<file path="src/rtl/clk_en_gen_if.sv">
// Configuration bus for clk_en_gen: valid/ready write channel plus an error pulse.
// The cfg_phase field exists only when CLK_EN_GEN_PHASE_EN is defined.
interface clk_en_gen_if #(
  parameter int NUM_CH = 2,
  parameter int ACC_W  = 24
) ();
  localparam int CH_W = (NUM_CH > 1) ? $clog2(NUM_CH) : 1;

  logic             cfg_valid;
  logic             cfg_ready;
  logic [CH_W-1:0]  cfg_ch;
  logic [ACC_W-1:0] cfg_inc;
`ifdef CLK_EN_GEN_PHASE_EN
  logic [ACC_W-1:0] cfg_phase;
`endif
  logic             cfg_err;

`ifdef CLK_EN_GEN_PHASE_EN
  modport master (output cfg_valid, cfg_ch, cfg_inc, cfg_phase, input cfg_ready, cfg_err);
  modport slave  (input cfg_valid, cfg_ch, cfg_inc, cfg_phase, output cfg_ready, cfg_err);
`else
  modport master (output cfg_valid, cfg_ch, cfg_inc, input cfg_ready, cfg_err);
  modport slave  (input cfg_valid, cfg_ch, cfg_inc, output cfg_ready, cfg_err);
`endif
endinterface

</file>
<file path="src/rtl/clk_en_gen.sv">
// NUM_CH phase-accumulator clock-enable generator with settle/lock sequencing.
// Optional per-channel start phase: define CLK_EN_GEN_PHASE_EN.
module clk_en_gen #(
  parameter int NUM_CH      = 2,
  parameter int ACC_W       = 24,
  parameter int LOCK_CYCLES = 5
) (
  input  logic              clk_in1,
  input  logic              reset_n,
  clk_en_gen_if.slave       cfg,
  output logic              locked,
  output logic [NUM_CH-1:0] en_out,
  output logic [NUM_CH-1:0] clk_out
);
  localparam int CH_W = (NUM_CH > 1) ? $clog2(NUM_CH) : 1;

  typedef enum logic [1:0] {ST_IDLE, ST_LOCKED, ST_LOAD} state_t;

  state_t         state_q, state_d;
  logic [15:0]    lock_cnt_q, lock_cnt_d;
  logic           cfg_err_q;

  logic [CH_W-1:0] ch_sel;
  logic [CH_W:0]   ch_ext;
  logic            wr_acc, ch_ok, wr_load, wr_bad, lock_done;

  logic [ACC_W-1:0] inc_q [NUM_CH];
  logic [ACC_W-1:0] acc_q [NUM_CH];
  logic [ACC_W:0]   sum_p0 [NUM_CH];
`ifdef CLK_EN_GEN_PHASE_EN
  logic [ACC_W-1:0] phase_q [NUM_CH];
`endif

  function automatic logic [ACC_W:0] acc_step(input logic [ACC_W-1:0] a,
                                              input logic [ACC_W-1:0] b);
    return {1'b0, a} + {1'b0, b};
  endfunction

  assign ch_sel        = cfg.cfg_ch;
  assign ch_ext        = {1'b0, ch_sel};
  assign cfg.cfg_ready = (state_q != ST_LOAD);
  assign cfg.cfg_err   = cfg_err_q;

  assign wr_acc    = cfg.cfg_valid & cfg.cfg_ready;
  assign ch_ok     = (ch_ext < (CH_W+1)'(NUM_CH));
  assign wr_load   = wr_acc & ch_ok;
  assign wr_bad    = wr_acc & ~ch_ok;
  assign lock_done = (state_q == ST_IDLE) && (lock_cnt_q == 16'(LOCK_CYCLES - 1));

  // Control: a valid write always wins over lock completion on the same edge.
  always_comb begin
    state_d    = state_q;
    lock_cnt_d = lock_cnt_q;
    case (state_q)
      ST_IDLE: begin
        if (wr_load) begin
          state_d    = ST_LOAD;
          lock_cnt_d = '0;
        end else if (lock_done) begin
          state_d    = ST_LOCKED;
          lock_cnt_d = '0;
        end else begin
          lock_cnt_d = lock_cnt_q + 16'd1;
        end
      end
      ST_LOCKED: begin
        if (wr_load) begin
          state_d    = ST_LOAD;
          lock_cnt_d = '0;
        end
      end
      ST_LOAD: begin
        state_d    = ST_IDLE;
        lock_cnt_d = '0;
      end
      default: begin
        state_d    = ST_IDLE;
        lock_cnt_d = '0;
      end
    endcase
  end

  always_ff @(posedge clk_in1 or negedge reset_n) begin
    if (!reset_n) begin
      state_q    <= ST_IDLE;
      lock_cnt_q <= '0;
      locked     <= 1'b0;
      cfg_err_q  <= 1'b0;
    end else begin
      state_q    <= state_d;
      lock_cnt_q <= lock_cnt_d;
      locked     <= (state_d == ST_LOCKED);
      cfg_err_q  <= wr_bad;
    end
  end

  // Stage p0: next accumulator value with carry for every channel.
  always_comb begin
    for (int c = 0; c < NUM_CH; c++) begin
      sum_p0[c] = acc_step(acc_q[c], inc_q[c]);
    end
  end

  // Stage p1: registered enables; accumulators re-seed on every accepted load.
  always_ff @(posedge clk_in1 or negedge reset_n) begin
    if (!reset_n) begin
      for (int c = 0; c < NUM_CH; c++) begin
        inc_q[c] <= '0;
        acc_q[c] <= '0;
`ifdef CLK_EN_GEN_PHASE_EN
        phase_q[c] <= '0;
`endif
      end
      en_out  <= '0;
      clk_out <= '0;
    end else begin
      for (int c = 0; c < NUM_CH; c++) begin
        en_out[c] <= 1'b0;
        if (wr_load) begin
          if (ch_ext == (CH_W+1)'(c)) begin
            inc_q[c] <= cfg.cfg_inc;
`ifdef CLK_EN_GEN_PHASE_EN
            phase_q[c] <= cfg.cfg_phase;
            acc_q[c]   <= cfg.cfg_phase;
          end else begin
            acc_q[c]   <= phase_q[c];
`else
          end
          begin
            acc_q[c] <= '0;
`endif
          end
        end else if (state_q == ST_LOCKED) begin
          acc_q[c]   <= sum_p0[c][ACC_W-1:0];
          en_out[c]  <= sum_p0[c][ACC_W];
          clk_out[c] <= clk_out[c] ^ sum_p0[c][ACC_W];
        end
      end
    end
  end
endmodule
</file>
<file path="src/flat_wrapper.sv">
// flat-port wrapper written by rule: the top's interface ports become plain ports
module clk_en_gen_flat 
#(
  parameter int NUM_CH      = 2,
  parameter int ACC_W       = 24,
  parameter int LOCK_CYCLES = 5
)
  (clk_in1, reset_n, locked, en_out, clk_out, cfg_cfg_valid, cfg_cfg_ch, cfg_cfg_inc, cfg_cfg_ready, cfg_cfg_err);
  clk_en_gen_if #(.NUM_CH(NUM_CH), .ACC_W(ACC_W)) cfg_i ();
  input  logic clk_in1;
  input  logic reset_n;
  output logic locked;
  output logic [NUM_CH-1:0] en_out;
  output logic [NUM_CH-1:0] clk_out;
  input wire logic [$bits(cfg_i.cfg_valid)-1:0] cfg_cfg_valid;
  input wire logic [$bits(cfg_i.cfg_ch)-1:0] cfg_cfg_ch;
  input wire logic [$bits(cfg_i.cfg_inc)-1:0] cfg_cfg_inc;
  output wire logic [$bits(cfg_i.cfg_ready)-1:0] cfg_cfg_ready;
  output wire logic [$bits(cfg_i.cfg_err)-1:0] cfg_cfg_err;
  assign cfg_i.cfg_valid = cfg_cfg_valid;
  assign cfg_i.cfg_ch = cfg_cfg_ch;
  assign cfg_i.cfg_inc = cfg_cfg_inc;
  assign cfg_cfg_ready = cfg_i.cfg_ready;
  assign cfg_cfg_err = cfg_i.cfg_err;
  clk_en_gen #(.NUM_CH(NUM_CH), .ACC_W(ACC_W), .LOCK_CYCLES(LOCK_CYCLES)) u_core (.clk_in1(clk_in1), .reset_n(reset_n), .cfg(cfg_i), .locked(locked), .en_out(en_out), .clk_out(clk_out));
endmodule
</file>
<file path="config.mk">
export PLATFORM = sky130hd
export DESIGN_NAME = clk_en_gen_flat
export DESIGN_NICKNAME = d
export VERILOG_FILES = /design/src/rtl/clk_en_gen_if.sv /design/src/rtl/clk_en_gen.sv /design/src/flat_wrapper.sv
export SDC_FILE = /design/constraint.sdc
export NUM_CORES = 1
export LEC_CHECK = 0
export CAP_MARGIN = 20
export CORE_MARGIN = 4
export CORE_UTILIZATION = 30
export CTS_CLUSTER_DIAMETER = 200
export DETAILED_ROUTE_END_ITERATION = 10
export DONT_BUFFER_PORTS = 1
export GPL_TIMING_DRIVEN = 1
export MAX_ROUTING_LAYER = met4
export PLACE_DENSITY = 0.4
export SKIP_LAST_GASP = 1
export SLEW_MARGIN = 25
export SYNTH_ARGS = -nofsm -noshare
export SYNTH_HDL_FRONTEND = slang
export SYNTH_SLANG_ARGS = --single-unit
export TNS_END_PERCENT = 10
</file>
<file path="constraint.sdc">
create_clock -name clk_in1 -period 4.1 [get_ports clk_in1]
set_input_delay 0.41 -clock clk_in1 [delete_from_list [all_inputs] [get_ports clk_in1]]
set_output_delay 0.41 -clock clk_in1 [all_outputs]
set_load 0.1 [all_outputs]
</file>
==> impl_metrics.prom <==
# TYPE chip_impl_metric gauge
chip_impl_metric{name="rows",unit=""} 54
chip_impl_metric{name="max_stage_delay",unit="ps"} 440
chip_impl_metric{name="track_usage",unit="%"} 14.0
chip_impl_metric{name="final_worst_setup_slack",unit="ps"} 1220
chip_impl_metric{name="sequential_cell_area",unit="mm²"} 0.00298
chip_impl_info{name="series_of_cell_instances_along_the_critical_path",value="ha_1 -> fa_1 -> a211oi_1 -> o21ai_1 -> o31a_1 -> a31oi_1 -> nor2_1 -> a41oi_1 -> xor2_1 -> o21ai_0"} 1
chip_impl_metric{name="clk_transition_reported_paths",unit="ps"} 60
chip_impl_metric{name="fmax_achieved",unit="GHz"} 0.347
chip_impl_metric{name="fillCellCount",unit=""} 2224
chip_impl_metric{name="synthesis.area_per_instance",unit="µm²"} 10.2
chip_impl_metric{name="period_share",unit="%"} 70.3
chip_impl_metric{name="timing.hold.worst_path_depth",unit=""} 1
chip_impl_metric{name="synth.ff_latch_count",unit=""} 119
chip_impl_metric{name="pin_count_of_the_biggest_net_entering_global_routing",unit=""} 120
chip_impl_metric{name="finalCriticalPeriod",unit="ps"} 2880
chip_impl_metric{name="power.share.sequential",unit="%"} 38.3
chip_impl_metric{name="path_max_fanout",unit=""} 4
chip_impl_metric{name="netlist_area",unit="mm²"} 0.00671
chip_impl_metric{name="drt.antenna.violating_nets",unit=""} 0
chip_impl_metric{name="synthArstFlopShare",unit="%"} 100
chip_impl_metric{name="core_area",unit="mm²"} 0.0219
chip_impl_metric{name="power.switching_fraction",unit="%"} 26.3
chip_impl_metric{name="yosysTopAreaCellShare",unit="%"} 44.4
chip_impl_info{name="timing.hold.worst.class",value="in2reg"} 1
chip_impl_metric{name="share_clk_of_total_power",unit="%"} 47.4
chip_impl_info{name="grt_setup_unrepaired",value="false"} 1
chip_impl_metric{name="vias",unit=""} 4811
chip_impl_info{name="setup.worst_path.end_class",value="flop"} 1
chip_impl_metric{name="yosysSeqAreaShare",unit="%"} 44.4
chip_impl_metric{name="cts_inserted_buffers",unit=""} 17
chip_impl_metric{name="drt_wirelength",unit="µm"} 15800
chip_impl_metric{name="dp_hpwl",unit="µm"} 10800
chip_impl_metric{name="finish.net_count",unit=""} 739
chip_impl_metric{name="slew_headroom",unit="%"} 38.2
chip_impl_metric{name="synth-edff-count",unit=""} 0
chip_impl_metric{name="clock_latency",unit="ps"} 410
chip_impl_metric{name="gpl.final_weighted_congestion",unit=""} 0.829
chip_impl_metric{name="max_cap_viol_count",unit=""} 0
chip_impl_metric{name="postSynthNetCount",unit=""} 737
chip_impl_metric{name="first_global_vias",unit=""} 5014
chip_impl_info{name="clock_tree_from_tritoncts",value="yes"} 1
chip_impl_metric{name="report.final.setup_viol",unit=""} 0
chip_impl_info{name="layout.cells.most_common_list",value="sky130_fd_sc_hd__dfrtp_1, sky130_fd_sc_hd__nand2_1, sky130_fd_sc_hd__o21ai_0"} 1
chip_impl_info{name="layout_commonest_cell",value="sky130_fd_sc_hd__dfrtp_1"} 1
chip_impl_metric{name="chipWidth",unit="µm"} 158
chip_impl_metric{name="slew_violations",unit=""} 0
chip_impl_metric{name="stdcell_count",unit=""} 952
chip_impl_metric{name="ff2ff_path_depth",unit=""} 10
chip_impl_metric{name="worst_hold_slack",unit="ps"} 64.9
chip_impl_metric{name="insertedDiodeCount",unit=""} 0
chip_impl_metric{name="post-route-drc-count",unit=""} 0
chip_impl_info{name="crit_type",value="reg2reg"} 1
chip_impl_metric{name="numClockSinks",unit=""} 119
chip_impl_metric{name="htree_num_levels",unit=""} 4
chip_impl_info{name="top_cell_type_by_total_area_after_synthesis",value="sky130_fd_sc_hd__dfrtp_1"} 1
chip_impl_metric{name="leakagePower",unit="nW"} 3.50
chip_impl_info{name="highest-signal-layer",value="met4"} 1
chip_impl_info{name="holdPathEnd",value="u_core.locked"} 1
chip_impl_metric{name="detailedPlace.worstSlack",unit="ps"} 1210
chip_impl_metric{name="initial_core_util",unit="%"} 30.6
chip_impl_metric{name="required",unit="ps"} 4370
chip_impl_metric{name="boundary_pins",unit=""} 35
chip_impl_metric{name="total_die_area",unit="mm²"} 0.0248
chip_impl_info{name="setup.worst_path.start_class",value="flop"} 1
chip_impl_metric{name="grt-ovfl-total",unit=""} 0
chip_impl_metric{name="comb_power_share",unit="%"} 14.3
chip_impl_info{name="crit_path_top_delay_cell",value="sky130_fd_sc_hd__fa_1"} 1
chip_impl_metric{name="cts_repair_resize_count",unit=""} 0
chip_impl_metric{name="grt_pass1_wl",unit="µm"} 26700
chip_impl_metric{name="fp.dieH",unit="µm"} 158
chip_impl_metric{name="port-buffer-count",unit=""} 0
chip_impl_metric{name="met2WireLength",unit="µm"} 7340
chip_impl_metric{name="drive_gt1_share",unit="%"} 14.3
chip_impl_info{name="synth_area_leaders",value="sky130_fd_sc_hd__dfrtp_1, sky130_fd_sc_hd__ha_1, sky130_fd_sc_hd__mux2_2, sky130_fd_sc_hd__o21ai_0, sky130_fd_sc_hd__nand2_1"} 1
chip_impl_info{name="r2r-end",value="u_core.acc_q[22]"} 1
chip_impl_metric{name="fin_clk_skew",unit="ps"} 10.0
chip_impl_metric{name="multi_input_comb_area",unit="mm²"} 0.00362
chip_impl_metric{name="p_int",unit="mW"} 2.57
chip_impl_metric{name="postSynthCellCount",unit=""} 657
chip_impl_info{name="clock-root-buffer",value="sky130_fd_sc_hd__clkbuf_16"} 1
chip_impl_info{name="timing.rr.start",value="u_core.acc_q[0]"} 1
chip_impl_metric{name="cell_count_post_placement",unit=""} 918
chip_impl_info{name="run_status",value="finished, final reports clean"} 1
chip_impl_metric{name="yosysWarningCount",unit=""} 0
chip_impl_metric{name="worst_slew_pin_slew",unit="ps"} 928
chip_impl_metric{name="detail_route.first_pass.iterations",unit=""} 4
chip_impl_metric{name="worstPathArrival",unit="ps"} 3150
chip_impl_metric{name="routed_via_density",unit=""} 5.05
chip_impl_metric{name="power_density",unit="mW/mm²"} 454
chip_impl_metric{name="regToRegSetupSlack",unit="ps"} 1220
chip_impl_metric{name="area_delta_synth_final",unit="%"} 14.8
chip_impl_metric{name="dr.first_iter.drc_count",unit=""} 156
chip_impl_metric{name="met1Wirelength",unit="µm"} 7780
chip_impl_metric{name="clock_path_buffers",unit=""} 2
chip_impl_metric{name="ir_drop",unit="mV"} 0.221
chip_impl_metric{name="report.final.hold_viol_count",unit=""} 0
chip_impl_metric{name="initial_antenna_violation_count",unit=""} 0
chip_impl_info{name="timing.hold.worst.start",value="cfg_cfg_valid"} 1
chip_impl_metric{name="sw_power",unit="mW"} 0.919
chip_impl_metric{name="post_detailed_route_wirelength_per_cell",unit="µm"} 16.6
chip_impl_metric{name="postCtsSetupRepairBufs",unit=""} 0
chip_impl_metric{name="synthDistinctLibCells",unit=""} 56
chip_impl_metric{name="setup_tns",unit="ps"} 0
chip_impl_metric{name="wl_met3",unit="µm"} 503
chip_impl_info{name="synth-main-ff-cell",value="sky130_fd_sc_hd__dfrtp_1"} 1
==> flip-flops by register name, indices dropped and copies added (netlist names) <==
| signal | flops |
|---|---|
| u_core.acc_q | 48 |
| u_core.inc_q | 48 |
| u_core.lock_cnt_q | 16 |
| u_core.clk_out | 2 |
| u_core.en_out | 2 |
| u_core.state_q | 2 |
| u_core.locked | 1 |
==> worst max path at each step <==
stage | endpoint | cells after the start | from
after CTS | u_core.acc_q[20] | 10 | u_core.acc_q[0]
after detailed placement | u_core.acc_q[20] | 10 | u_core.acc_q[0]
after floorplan | u_core.acc_q[44] | 10 | u_core.acc_q[24]
after global placement | u_core.acc_q[22] | 10 | u_core.acc_q[0]
after global routing | u_core.acc_q[20] | 10 | u_core.acc_q[0]
final | u_core.acc_q[22] | 10 | u_core.acc_q[0]
==> cell usage after synthesis, types with 8 or more instances <==
library cell	n
sky130_fd_sc_hd__dfrtp_1	119
sky130_fd_sc_hd__nand2_1	84
sky130_fd_sc_hd__o21ai_0	65
sky130_fd_sc_hd__ha_1	50
sky130_fd_sc_hd__mux2_2	48
sky130_fd_sc_hd__a21oi_1	44
sky130_fd_sc_hd__xor2_1	33
sky130_fd_sc_hd__nor2_1	24
sky130_fd_sc_hd__clkbuf_1	23
sky130_fd_sc_hd__xnor2_1	21
sky130_fd_sc_hd__a21o_1	18
sky130_fd_sc_hd__nand3_1	14
sky130_fd_sc_hd__nand4_1	9
sky130_fd_sc_hd__a31oi_1	8
==> power by group through the flow <==
stage	logic (mW)	registers, mW	clock network (mW)
after CTS	0.505	1.34	1.70
after detailed placement	0.472	1.36	0
after floorplan	0.394	1.33	0
final	0.499	1.34	1.66
after global routing	0.559	1.35	1.75
after global placement	0.468	1.36	0
==> cell families after synthesis <==
group,after synthesis,share of synthesized area (%)
AND/OR/NAND/NOR,172,11.8
AO/OA/AOI/OAI,181,16.9
other,1,0.0559
adder cells (fa/ha/maj),52,9.93
multiplexers,48,8.06
flip-flops,119,44.4
XOR/XNOR,54,7.05
buffers and inverters,30,1.74
==> metal layers <==
| metal | GRT usage (%) | up-vias |
|---|---|---|
| li1 | - | 2386 |
| met1 | 18.2 | 2365 |
| met2 | 22.1 | 47 |
| met3 | 3.24 | 13 |
| met4 | 4.01 | 0 |
| met5 | - | - |
==> through the flow <==
step / total power [mW] / cell area [µm²] / util, %
3_5_place_dp: 1.83 / 7010 / 32.0
6_report: 3.49 / 7700 / 35.2
2_1_floorplan: 1.72 / 6710 / -
3_3_place_gp: 1.83 / 7010 / 32.0
4_1_cts: 3.55 / 7700 / 35.2
5_1_grt: 3.66 / 7700 / 35.2
==> critical path: cells and delay by family (launching register included) <==
family                   cells  cell delay [ps]
AND/OR/NAND/NOR              1              130
XOR/XNOR                     1              150
AO/OA/AOI/OAI                6             1380
adder cells (fa/ha/maj)      2              680
flip-flops                   1              380
==> layout make-up <==
class,count,area share (%)
clock buffer,17,5.52
sequential,119,38.7
tap,280,4.55
timing repair buffer,7,0.975
inverter,6,0.292
clock inverter,15,2.94
multi-input combinational,508,47.0
==> what timing repair did <==
item	in CTS	in global routing
hold buffers	2	0
endpoints found under the setup margin	0	0
endpoints found under the hold margin	119	0
(Power assumes the default switching activity.)
